[config.mk]
export PLATFORM = sky130hd
export DESIGN_NAME = fp_square_seq
export DESIGN_NICKNAME = d
export VERILOG_FILES = /design/src/rtl/fp_square_seq.sv
export SDC_FILE = /design/constraint.sdc
export NUM_CORES = 1
export LEC_CHECK = 0
export ABC_CLOCK_PERIOD_IN_PS = 4370
export BUFFER_PORTS_ARGS = -buffer_cell sky130_fd_sc_hd__buf_2
export CAP_MARGIN = 20
export CORE_MARGIN = 2
export CORE_UTILIZATION = 40
export CTS_BUF_LIST = sky130_fd_sc_hd__clkbuf_2
export CTS_CLUSTER_SIZE = 20
export DETAILED_ROUTE_END_ITERATION = 12
export GPL_TIMING_DRIVEN = 0
export MAX_ROUTING_LAYER = met4
export PLACE_DENSITY = 0.66
export SETUP_SLACK_MARGIN = 0.1
export SYNTH_ARGS = -nofsm -noshare
export SYNTH_HDL_FRONTEND = slang
export SYNTH_SLANG_ARGS = --single-unit
export TNS_END_PERCENT = 1
[constraint.sdc]
create_clock -name clk -period 4.37 [get_ports clk]
set_clock_uncertainty 0.1 [all_clocks]
set_input_delay 0.2185 -clock clk [delete_from_list [all_inputs] [get_ports clk]]
set_output_delay 0.2185 -clock clk [all_outputs]
set_load 0.005 [all_outputs]
[src/rtl/fp_square_seq.sv]
// fp_square_seq: multi-cycle IEEE-754 single-precision squarer (S = A*A).
// Iterative shift-add mantissa multiplier, ITER_BITS multiplier bits per cycle.
// Denormals flush to zero, result sign is always positive.
// Optional round-to-nearest-even in NORM when FP_SQR_RNE_EN is defined;
// otherwise the product is truncated toward zero.
module fp_square_seq #(
  parameter int unsigned ITER_BITS = 1
) (
  input  logic        clk,
  input  logic        rst_n,
  input  logic        in_valid,
  output logic        in_ready,
  input  logic [31:0] in_A,
  output logic        out_valid,
  input  logic        out_ready,
  output logic [31:0] out_S,
  output logic [2:0]  out_flags
);

  localparam int unsigned NumIter = 24 / ITER_BITS;

  typedef enum logic [1:0] {StIdle, StMul, StNorm, StDone} state_e;

  state_e      state_q, state_d;
  logic        rdy_en_q;
  logic [7:0]  exp_q, exp_d;
  logic [47:0] mcand_q, mcand_d;
  logic [23:0] mplr_q, mplr_d;
  logic [47:0] acc_q, acc_d;
  logic [4:0]  cnt_q, cnt_d;
  logic [31:0] out_s_q, out_s_d;
  logic [2:0]  flags_q, flags_d;

  logic [47:0] partial;
  logic [31:0] norm_s;
  logic [2:0]  norm_flags;

  // Sum of the shifted multiplicand for the ITER_BITS multiplier bits of this cycle
  always_comb begin
    partial = '0;
    for (int j = 0; j < ITER_BITS; j++) begin
      if (mplr_q[j]) partial = partial + (mcand_q << j);
    end
  end

  // Normalise the 48-bit product, optionally round, and range-check the exponent
  logic        p_top;
  logic [9:0]  exp2;
  logic [9:0]  er;
  logic [9:0]  er_fin;
  logic [22:0] frac;
  logic [22:0] frac_fin;
`ifdef FP_SQR_RNE_EN
  logic        guard;
  logic        sticky;
  logic [23:0] rnd;
`else
  logic        unused_low;
  assign unused_low = ^acc_q[22:0];
`endif

  always_comb begin
    p_top  = acc_q[47];
    exp2   = {1'b0, exp_q, 1'b0};
    er     = p_top ? (exp2 - 10'd126) : (exp2 - 10'd127);
    frac   = p_top ? acc_q[46:24] : acc_q[45:23];
`ifdef FP_SQR_RNE_EN
    guard  = p_top ? acc_q[23] : acc_q[22];
    sticky = p_top ? (|acc_q[22:0]) : (|acc_q[21:0]);
    rnd    = {1'b0, frac} + {23'd0, guard & (sticky | frac[0])};
    // A carry out of the fraction bumps the exponent; rnd[22:0] is then zero
    er_fin   = rnd[23] ? (er + 10'd1) : er;
    frac_fin = rnd[22:0];
`else
    er_fin   = er;
    frac_fin = frac;
`endif
    norm_s     = {1'b0, er_fin[7:0], frac_fin};
    norm_flags = 3'b000;
    if ($signed(er_fin) >= 10'sd255) begin
      norm_s     = 32'h7F80_0000;
      norm_flags = 3'b100;
    end else if ($signed(er_fin) <= 10'sd0) begin
      norm_s     = 32'h0000_0000;
      norm_flags = 3'b010;
    end
  end

  // Next-state and datapath control
  always_comb begin
    state_d = state_q;
    exp_d   = exp_q;
    mcand_d = mcand_q;
    mplr_d  = mplr_q;
    acc_d   = acc_q;
    cnt_d   = cnt_q;
    out_s_d = out_s_q;
    flags_d = flags_q;
    unique case (state_q)
      StIdle: begin
        if (in_valid && in_ready) begin
          exp_d   = in_A[30:23];
          mcand_d = {24'd0, 1'b1, in_A[22:0]};
          mplr_d  = {1'b1, in_A[22:0]};
          acc_d   = '0;
          cnt_d   = '0;
          if (in_A[30:23] == 8'hFF) begin
            if (in_A[22:0] != 23'd0) begin
              out_s_d = 32'h7FC0_0000;
              flags_d = 3'b001;
            end else begin
              out_s_d = 32'h7F80_0000;
              flags_d = 3'b000;
            end
            state_d = StDone;
          end else if (in_A[30:23] == 8'h00) begin
            out_s_d = 32'h0000_0000;
            flags_d = 3'b000;
            state_d = StDone;
          end else begin
            state_d = StMul;
          end
        end
      end
      StMul: begin
        acc_d   = acc_q + partial;
        mcand_d = mcand_q << ITER_BITS;
        mplr_d  = mplr_q >> ITER_BITS;
        cnt_d   = cnt_q + 5'd1;
        if (cnt_q == 5'(NumIter - 1)) state_d = StNorm;
      end
      StNorm: begin
        out_s_d = norm_s;
        flags_d = norm_flags;
        state_d = StDone;
      end
      StDone: begin
        if (out_ready) state_d = StIdle;
      end
      default: state_d = StIdle;
    endcase
  end

  // State register with synchronous active-low reset
  always_ff @(posedge clk) begin
    if (!rst_n) begin
      state_q  <= StIdle;
      rdy_en_q <= 1'b0;
      exp_q    <= '0;
      mcand_q  <= '0;
      mplr_q   <= '0;
      acc_q    <= '0;
      cnt_q    <= '0;
      out_s_q  <= '0;
      flags_q  <= '0;
    end else begin
      state_q  <= state_d;
      rdy_en_q <= 1'b1;
      exp_q    <= exp_d;
      mcand_q  <= mcand_d;
      mplr_q   <= mplr_d;
      acc_q    <= acc_d;
      cnt_q    <= cnt_d;
      out_s_q  <= out_s_d;
      flags_q  <= flags_d;
    end
  end

  logic unused_sign;
  assign unused_sign = in_A[31];

  // rdy_en_q keeps in_ready low while reset is held, even though state is already idle
  assign in_ready  = (state_q == StIdle) && rdy_en_q;
  assign out_valid = (state_q == StDone);
  assign out_S     = out_s_q;
  assign out_flags = flags_q;

endmodule

==> summary by stage <==
Logic synthesis
The total nets after synthesis is roughly 1300. The synthesized netlist devotes 4.97% of its cell area to XOR and XNOR gates. The simple-gate share of the synthesized area is 20.4%. The Yosys step of the flow raised 0 warnings.

After synthesis the netlist holds a flip-flop and latch count of 170. The sequential fraction of the synthesis area is 34.5%. The dominant combinational cell family by area after synthesis is compound AO/OA/AOI/OAI gates. Summing every instance area after synthesis gives 9860 um^2. Counting flops with an async set or reset pin after synthesis yields a share of 0%.

Synthesis handed over a netlist of between 1000 and 1500 instances. Dividing the synthesized area by the synthesized cell count gives 8.22 um^2. Among all flip-flop cells after synthesis, the most frequent one is dfxtp_1. Synthesis instantiated 63 different standard cells from the library. The fraction of the mapped netlist area in compound gates is 26.0%. The post-synthesis adder-cell area fraction is 7.56%. The proportion of synthesized area in mux cells is about 2.8%. In this run, synthesis inferred 0 flip-flops with an integrated enable.

Place
After detailed placement, the design holds a cell count of 1594. The final weighted congestion in routability-driven placement is 0.898. The estimated wirelength of the detail-placed design is 18700 um.

The total of buffers placed on input and output ports is 70.

Detailed routing
In the routed design, unresolved DRC markers number 0. The final routed wirelength across all metal layers is 24800 um. The via-per-instance ratio is approximately 5.4. Dividing the detail-routed wire length by the instance count gives 14.8 um. The residual antenna-violating net count after detailed routing is 0. The number of DRC markers after the initial detailed-route iteration is 686. The number of iterations in the first detailed-routing pass is 7. For this block, the via count after detailed routing is 8960.

Power
For this design the ratio of total power to cell area is approximately 350 nW/um^2. For this design the static power due to leakage is 4.95 nW. Across the VDD grid, the largest voltage drop is approximately 190 uV.

Clock network
Buffers inserted during clock tree synthesis total 17. The clock tree synthesis step divided the H-tree into 4 levels. TritonCTS built the clock tree.

The clock insertion delay at the later pin of the skew report is 750 ps. The root buffer cell is clkbuf_2. After clock tree synthesis, the clock-pin slew on the worst setup and hold paths is 320 ps. The number of clock sinks is 170. The maximum clock insertion buffer count is 2.

Timing
The number of pins exceeding their max-slew limit in the final report is 0. The transition time at the pin with the least slew margin is 663 ps. The final number of hold-violating endpoints is 0. Setup repair after global routing could not meet its margin everywhere. Counting I/O delays and the setup requirement, the final critical path takes 4160 ps.

The worst slew margin relative to its limit is 55.2%. Summed over all failing endpoints, the final setup total negative slack is 0 ps. The final worst-path cycle share is a little over nine tenths. Setup violations remaining at the end of the flow were counted as 0. The maximum frequency from static timing analysis is 240 MHz.

Final layout
The fraction of layout cells with a size suffix above 1 is 8.82%. The layout-stage area growth over the synthesis result is 15.2%. The count of cells in the finished layout, fillers not included, comes to between 1500 and 2000.

Fill cells in the final layout number 2411. For this run, the post-layout net count is 1431. Leaving out fill and tap cells, the most frequent cells in the layout are dfxtp_1 (170), nand2_1 (167), a21oi_1 (100).

The most common library cell in the layout ignoring fill and taps is dfxtp_1.

Critical path
For the worst setup path, the data required time is around 5000 ps. The launch point of the worst reg-to-reg path is mplr_q[0]. The register-to-register path setup slack is 210 ps. The critical path is of the register to register type. The startpoint of the worst setup timing path is mplr_q[0]. The maximum net fanout on the critical path is 10. On the worst path, the slowest cell contributes a delay of 490 ps. For the worst setup path, the data arrival time is roughly 4700 ps. The slowest stage of the critical path is the a311o_2 cell. The worst setup path is captured at a register. The worst setup path is launched from a register. The signal on the critical path passes through clkbuf_2, and2_1, ha_1, fa_1, a21o_1, a221oi_4, nor2_2, a221oi_2, a31oi_2, a311o_2, a211o_1, a41oi_1, xor2_1, o21ai_1.

Die
The die footprint is between 20000 and 30000 um^2. The standard-cell row count is 57. 73 I/O pins were placed.

The floorplan step set the die height to 161 um. The core region is around 24000 um^2. For this configuration, the core starts out at a cell density of 40.7%. The die width is 161 um.

Global routing
The initial antenna violation count is 1. The first-pass GRT wire length is approximately 41000 um. The global router's overall resource usage is around a fifth.

The number of global-route vias before repair is slightly above 8000. Entering global routing, the biggest net connects 19 pins. After global routing the overflow that remains totals 0.

Run
The number of max-cap violations is 0.

Worst hold path
The min-delay analysis places its worst path in the category primary input to register. The launch point of the worst hold path is in_valid.

Status
The run finished with clean final reports.
==> per-stage QoR <==
stage               power [mW]  setup WS [ps]  cell area [um^2]  utilization, %  hold slack [ps]
finish                    3.94            208             11400            46.9             96.5
global route              4.22           35.1             11400            46.9             52.9
CTS                       3.97            152             11300            46.7             7.00
detailed placement        3.08           91.6             10600            43.8              338
global placement          3.05            128             10600            43.8              330
floorplan                 2.71            777              9860               -              146
==> routing by layer <==
metal / global-route usage (%) / wire length [um] / up-vias
li1: - / - / 4557
met1: 26.9 / 12200 / 4172
met2: 31.1 / 11100 / 212
met3: 2.95 / 1120 / 19
met4: 5.07 / 323 / 0
met5: - / 0 / -
==> cells by family (layout without fill, tap and decap cells) <==
| logic type | Yosys count | after routing |
|---|---|---|
| AOI/OAI and AO/OA | 379 | 379 |
| xor gates and xnor gates | 56 | 56 |
| adders and majority gates | 59 | 59 |
| buffers and inverters | 97 | 246 |
| DFF | 170 | 170 |
| muxes | 27 | 27 |
| other | 1 | 2 |
| and+or+nand+nor | 411 | 411 |
==> worst paths after layout <==
check,to,cells after the start
worst max register to register,acc_q[46],14
worst min register to register,out_S[9],2
worst min-delay path,out_S[29],4
worst max-delay path,acc_q[46],14
==> registers in the layout, indices dropped and copies added, names as in the netlist <==
name,flops
acc_q,48
mcand_q,48
out_S,31
mplr_q,24
exp_q,8
cnt_q,5
out_flags,3
state_q,2
rdy_en_q,1
==> cells in the mapped netlist, types with 2 or more instances <==
| library cell | count | area share (%) |
|---|---|---|
| a211o_1 | 3 | 0.27 |
| a211oi_1 | 6 | 0.46 |
| a21boi_0 | 11 | 0.84 |
| a21o_1 | 25 | 1.9 |
| a21oi_1 | 100 | 5.1 |
| a221oi_2 | 2 | 0.30 |
| a22oi_1 | 43 | 3.3 |
| a31oi_1 | 15 | 0.95 |
| a41o_1 | 2 | 0.20 |
| a41oi_1 | 5 | 0.44 |
| and2_1 | 57 | 3.6 |
| and3_1 | 9 | 0.57 |
| buf_1 | 7 | 0.27 |
| clkbuf_1 | 68 | 2.6 |
| dfxtp_1 | 170 | 35 |
| ha_1 | 58 | 7.4 |
| inv_1 | 21 | 0.80 |
| mux2i_1 | 26 | 2.6 |
| nand2_1 | 167 | 6.4 |
| nand2b_1 | 6 | 0.38 |
| nand3_1 | 12 | 0.61 |
| nand4_1 | 13 | 0.82 |
| nor2_1 | 46 | 1.8 |
| nor2b_1 | 74 | 4.7 |
| nor3_1 | 12 | 0.61 |
| nor4_1 | 7 | 0.44 |
| o211a_1 | 46 | 4.7 |
| o211ai_1 | 5 | 0.38 |
| o21ai_0 | 74 | 3.8 |
| o21ai_1 | 4 | 0.20 |
| o21bai_1 | 10 | 0.76 |
| o221ai_1 | 2 | 0.18 |
| o22ai_1 | 2 | 0.13 |
| o31a_1 | 8 | 0.71 |
| o31ai_1 | 2 | 0.15 |
| xnor2_1 | 32 | 2.8 |
| xor2_1 | 24 | 2.1 |
==> worst max-delay path, delay by kind of cell (launching register included) <==
family,cells,cell delay [ps]
buffers and inverters,1,220
adder cells (fa/ha/maj),2,630
AND/OR/NAND/NOR,2,310
flip-flops,1,410
XOR/XNOR,1,170
AO/OA/AOI/OAI,8,2210
==> power by group <==
group / switching, mW / internal (mW)
Combinational: 0.837 / 0.440
Clock: 0.644 / 0.187
Sequential: 0.113 / 1.72
==> what timing repair did <==
item	CTS	global route
setup buffers	0	2
gates resized for setup	1	6
hold buffers	45	0
pin swaps	0	2
setup endpoints to repair	2	7
endpoints found under the hold margin	73	0
==> final cells by class <==
type,instances,area [um^2],area share (%)
repair buffers,117,816,7.18
multi-input cells,933,6130,54.0
well taps,324,405,3.57
clock buffers,17,85.1,0.749
flip-flops and latches,170,3400,30.0
diodes,1,2.50,0.0220
inverters,21,78.8,0.694
clock inverters,15,150,1.32
plain buffers,76,290,2.56
Note: power is estimated with default switching activity, not from simulation.
